<file path="src/rtl/dmem_pkg.sv">
// dmem_pkg: shared types and the address-check helper for the data memory responder
package dmem_pkg;
  typedef enum logic [1:0] {DM_IDLE, DM_WAIT, DM_RESP} dm_state_t;
  localparam int WORD_BYTES = 4;
  typedef struct packed {
    logic        write;
    logic [31:0] addr;
    logic [31:0] wdata;
  } dm_req_t;
  function automatic logic isBadAddr(input logic [31:0] addr, input logic [31:0] base, input int unsigned depth);
    logic [31:0] offset;
    offset = addr - base;
    return (addr[1:0] != 2'b00) || (addr < base) || ((offset >> $clog2(WORD_BYTES)) >= depth);
  endfunction
endpackage

</file>
<file path="src/rtl/dmem_word_ram.sv">
// dmem_word_ram: DEPTH_WORDS x 32 RAM with synchronous write and registered read, no reset
module dmem_word_ram #(
  parameter int DEPTH_WORDS = 64
) (
  input  logic                           clk,
  input  logic                           we,
  input  logic                           re,
  input  logic [$clog2(DEPTH_WORDS)-1:0] idx,
  input  logic [31:0]                    wdata,
  output logic [31:0]                    rdata
);
  logic [31:0] mem [DEPTH_WORDS];
  always_ff @(posedge clk) begin
    if (we) mem[idx] <= wdata;
    if (re) rdata <= mem[idx];
  end
endmodule

</file>
<file path="src/rtl/data_memory_responder.sv">
// data_memory_responder: one-at-a-time load/store target with programmable wait states
// and misaligned/out-of-range detection in front of a word RAM.
module data_memory_responder
  import dmem_pkg::*;
#(
  parameter int          DEPTH_WORDS = 64,
  parameter int          WAIT_CYCLES = 1,
  parameter logic [31:0] BASE_ADDR   = 32'h0000_0000
) (
  input  logic        clk,
  input  logic        reset,
  input  logic        req_valid,
  input  logic        req_write,
  input  logic [31:0] req_addr,
  input  logic [31:0] req_wdata,
  output logic        req_ready,
  output logic        rsp_valid,
  output logic [31:0] rsp_rdata,
  output logic        rsp_err
);
  localparam int IW = $clog2(DEPTH_WORDS);
  localparam logic [3:0] CNT_LOAD = 4'(WAIT_CYCLES > 0 ? WAIT_CYCLES - 1 : 0);
  dm_state_t state, nextState;
  dm_req_t held, cur;
  logic [3:0] waitCnt;
  logic accept, enterResp, badAddr, ramWe, ramRe, loadOk;
  logic [IW-1:0] wordIdx;
  logic [31:0] ramQ;
  always_comb begin
    nextState = state;
    req_ready = 1'b0;
    unique case (state)
      DM_IDLE: begin
        req_ready = 1'b1;
        if (req_valid) nextState = (WAIT_CYCLES == 0) ? DM_RESP : DM_WAIT;
      end
      DM_WAIT: if (waitCnt == 4'd0) nextState = DM_RESP;
      default: nextState = DM_IDLE;
    endcase
  end
  // With zero wait states the RAM access happens on the accepting edge, so use the live request in IDLE.
  assign cur       = (state == DM_IDLE) ? dm_req_t'({req_write, req_addr, req_wdata}) : held;
  assign accept    = req_valid && req_ready;
  assign badAddr   = isBadAddr(cur.addr, BASE_ADDR, DEPTH_WORDS);
  assign wordIdx   = IW'((cur.addr - BASE_ADDR) >> $clog2(WORD_BYTES));
  assign enterResp = reset && (nextState == DM_RESP);
  assign ramWe     = enterResp && cur.write && !badAddr;
  assign ramRe     = enterResp && !cur.write && !badAddr;
  assign rsp_rdata = loadOk ? ramQ : 32'h0;
  always_ff @(posedge clk or negedge reset) begin
    if (!reset) begin
      state     <= DM_IDLE;
      held      <= '0;
      waitCnt   <= '0;
      rsp_valid <= 1'b0;
      rsp_err   <= 1'b0;
      loadOk    <= 1'b0;
    end else begin
      state     <= nextState;
      rsp_valid <= enterResp;
      rsp_err   <= enterResp && badAddr;
      loadOk    <= ramRe;
      if (accept) begin
        held    <= cur;
        waitCnt <= CNT_LOAD;
      end else if (state == DM_WAIT && waitCnt != 4'd0) begin
        waitCnt <= waitCnt - 4'd1;
      end
    end
  end
  dmem_word_ram #(.DEPTH_WORDS(DEPTH_WORDS)) u_ram (
    .clk   (clk),
    .we    (ramWe),
    .re    (ramRe),
    .idx   (wordIdx),
    .wdata (cur.wdata),
    .rdata (ramQ)
  );
endmodule

</file>
<file path="config.mk">
export PLATFORM = sky130hd
export DESIGN_NAME = data_memory_responder
export DESIGN_NICKNAME = d
export VERILOG_FILES = /design/src/rtl/dmem_pkg.sv /design/src/rtl/dmem_word_ram.sv /design/src/rtl/data_memory_responder.sv
export SDC_FILE = /design/constraint.sdc
export NUM_CORES = 2
export LEC_CHECK = 0
export CAP_MARGIN = 20
export CORE_MARGIN = 4
export CORE_UTILIZATION = 40
export DETAILED_ROUTE_END_ITERATION = 7
export MAX_ROUTING_LAYER = met4
export SETUP_SLACK_MARGIN = 0.02
export SLEW_MARGIN = 20
export SYNTH_ARGS = -nofsm -noshare
export SYNTH_HDL_FRONTEND = slang
export SYNTH_SLANG_ARGS = --single-unit
</file>
<file path="constraint.sdc">
create_clock -name clk -period 4.5 [get_ports clk]
set_input_delay 0.9 -clock clk [delete_from_list [all_inputs] [get_ports clk]]
set_output_delay 0.9 -clock clk [all_outputs]
set_load 0.005 [all_outputs]
</file>
==> run metrics <==
outcome finished, violations left; violated checks DRC; clock latency on the worst-skew pair roughly 0.86 ns; # setup viols final 0; Post-synth EDFFs approximately 2,100; cell depth of the worst flop-to-flop path 9; post-layout util between 40 and 50%; die width 468.6 µm; Netlist cell types 60; setup ws final roughly 0.22 ns; NumNets Final approximately 6,200; worst-path cell chain o21ai_4 -> nor2_4 -> buf_4 -> o21ai_0 -> nand4_1 -> o21ai_1 -> nand4_1 -> buf_4 -> or4_1; Layout Skew between 0.03 and 0.04 ns; PwrDens approximately 480 nW/µm²; Avg Vias per Cell ~6.3; Worst path depth 9; gr ovfl total 0; mux contribution to synthesized area less than 1%; DR pass1 iterations 8; DRC violations left 1; R2R Path End u_ram.rdata[17]; cell leakage power between 30 and 40 nW; antenna viol nets, final 0; Worst setup EP type flip-flop; register area share after synthesis 75.78%; Clock Sinks between 2,000 and 2,500; CP Data Arrival Time between 4 and 5 ns; Slew @ Worst Pin approximately 1.2 ns; VDD IR max roughly 430 µV; WP buf/inv 2; start point of the critical path state[1]; synthesized flop and latch total 2,154; Post-Synth XOR/XNOR Area 0.02064%; Max stage delay on crit path slightly above 0.7 ns; Maximum Capacitance Violations 0; Place WS -0.3250 ns; ys async rst share under 10%; H-Tree Depth 4; Post-CTS Setup Inserts 0; Reg2Reg Setup Slack around 0.22 ns; initial antenna violation count 21; CP Class flip-flop to flip-flop; Ports around 100; Design Power approximately 48 mW; hold buffers post-CTS 0; CP startpoint kind flip-flop; Syn Inst Count between 5,000 and 6,000; CP max stage cell nand4_1; GP Congestion between 0.8 and 0.9; slew margin rel. between 20 and 25%; Ys Warns 0; share of layout cells above drive strength 1 12.68%; CTS Buffer Depth 3; Syn Std Cell Area about 85,000 µm²; Synth area leader edfxtp_1; die area about 220,000 µm²; PortBufs between 100 and 150; crit share post-route 95.16%; Die Ht around 470 µm; CTS tree done; total track usage a little over a quarter; number of global-route vias before repair 55,040; area delta synth->final 16.67%; via count between 50,000 and 60,000; post-synth top area share 73.59%; Final min period around 4.3 ns; Main synth FF type edfxtp_1; RSZ-0062 raised after global routing no; TritonCTS buffer count between 200 and 250; f_max 233.5 MHz; r2r startpoint state[1]; Starting Density between 40% and 50%; post-CTS sizing 0; Wirelength per Cell around 32 µm; CTS clk-pin slew, worst paths 0.06 ns; Synth Area in Adders less than 1%; aggregate routed wire length slightly below 300 mm; critical path peak fanout 24; global-route wire length before repair between 400 and 500 mm; Root Driver clkbuf_16; floorplan row count 168; Final Slew Violations 0; Setup crit end u_ram.rdata[17]; simple-gate share of the synthesized area 8.688%; most area-consuming cells after synthesis edfxtp_1 74%, o21ai_0 5.7%, a22oi_1 3.4%, nand2_1 3.2%, nand4_1 3.0%; initial DRC count approximately 9,000; Fin. Hold Viols 0; hpwl dp around 170 mm; post-synth net total 5,983; largest family of logic cells by synthesized area compound AO/OA/AOI/OAI gates; worst min-delay path class primary input to async pin; delay-heaviest family, CP simple AND/OR/NAND/NOR gates; Mean Syn Cell Area about 14 µm²; Synth Area in Compound Gates 12.68%; core outline area around 210,000 µm²; Critical Path RT roughly 5.1 ns; largest net degree at the start of global routing 91
## layout by cell type, fill, tap and decap left out, types with 7 or more instances in the layout
| cell | Yosys | routed |
|---|---|---|
| edfxtp_1 | 2080 | 2080 |
| o21ai_0 | 961 | 961 |
| nand2_1 | 722 | 717 |
| nand4_1 | 405 | 405 |
| a22oi_1 | 388 | 388 |
| buf_4 | 24 | 277 |
| clkbuf_16 | 0 | 216 |
| o21ai_1 | 162 | 160 |
| buf_12 | 0 | 107 |
| clkdlybuf4s50_1 | 0 | 101 |
| nor2_4 | 4 | 81 |
| dfrtp_1 | 74 | 74 |
| a21oi_1 | 67 | 67 |
| clkbuf_1 | 294 | 63 |
| a221oi_1 | 58 | 58 |
| and4_1 | 56 | 56 |
| a22o_1 | 54 | 54 |
| and2_1 | 47 | 45 |
| clkinv_1 | 0 | 44 |
| o21bai_1 | 43 | 43 |
| and3_1 | 43 | 42 |
| nor2_1 | 113 | 41 |
| mux2_2 | 35 | 33 |
| clkinv_2 | 0 | 31 |
| nand3_1 | 27 | 27 |
| or4_1 | 24 | 24 |
| diode_2 | 0 | 23 |
| bufinv_16 | 0 | 14 |
| a2111oi_0 | 11 | 11 |
| nand2b_1 | 8 | 8 |
| a222oi_1 | 8 | 8 |
| o2111a_1 | 8 | 7 |
| o21a_1 | 7 | 7 |
| nor4_1 | 7 | 7 |
## stage by stage
step           instances  instance area (µm²)  hold slack, ns  setup TNS (ns)
2_1_floorplan       5914                84870          0.4417               0
4_1_cts             9154                98920          0.3167               0
6_report            9178                99020          0.3204               0
3_3_place_gp        8768                92310          0.4526         -0.5549
3_5_place_dp        8768                92310          0.4586         -0.4721
5_1_grt             9175                99010          0.3743               0
## cell families after synthesis
kind of cell	after synthesis
compound gates	1794
flops	2154
simple gates	1484
xor+xnor	2
fa+ha+maj	1
buf+inv	441
mux	38
## synthesized netlist by cell type (all sizes together), types with 2 or more instances
cell type / number
a2111oi: 12
a21oi: 67
a221o: 6
a221oi: 58
a222oi: 8
a22o: 54
a22oi: 388
a41oi: 2
and2: 47
and3: 43
and4: 56
buf: 135
clkbuf: 301
dfrtp: 74
edfxtp: 2080
inv: 5
mux2: 35
mux2i: 3
nand2: 722
nand2b: 8
nand3: 27
nand3b: 3
nand4: 405
nand4b: 3
nor2: 123
nor2b: 3
nor3: 2
nor3b: 4
nor4: 8
o2111a: 8
o21a: 7
o21ai: 1124
o21bai: 44
o22ai: 9
or2: 4
or4: 24
xnor2: 2
## worst min path at each step
stage / endpoint / slack (ns) / cells past startpoint
6_report: held[16] / 0.32 / 2
5_1_grt: rsp_valid / 0.37 / 3
4_1_cts: held[18] / 0.32 / 2
3_5_place_dp: held[7] / 0.46 / 2
3_3_place_gp: held[23] / 0.45 / 2
2_1_floorplan: held[0] / 0.44 / 2
## routing by layer
| metal | wire length [µm] | GRT usage [%] |
|---|---|---|
| met5 | 0 | - |
| met4 | 12740 | 10.59 |
| met2 | 133400 | 40.03 |
| met3 | 34240 | 6.152 |
| met1 | 109500 | 34.52 |
## flip-flops by register name, summed over array words and instances (netlist names)
register,flops
u_ram.mem,2048
held,65
u_ram.rdata,32
waitCnt,4
state,2
loadOk,1
rsp_err,1
rsp_valid,1
## cell type report
| type | instances | area, µm² |
|---|---|---|
| Fill cell | 17980 | 111400 |
| Timing Repair Buffer | 486 | 5260 |
| Multi-Input combinational cell | 3319 | 19250 |
| Antenna cell | 23 | 57.56 |
| Tap cell | 2805 | 3510 |
| Clock buffer | 284 | 5710 |
| Clock inverter | 102 | 900.9 |
| Inverter | 5 | 18.77 |
| Sequential cell | 2154 | 64310 |
## power by group
| part | total (mW) | switching [mW] | internal, mW |
|---|---|---|---|
| Clock | 17.2 | 7.51 | 9.67 |
| Combinational | 7.36 | 5.34 | 2.01 |
| Sequential | 23.4 | 0.106 | 23.3 |
| Total | 47.9 | 13.0 | 35.0 |
Power figures use the tool's default switching activity.
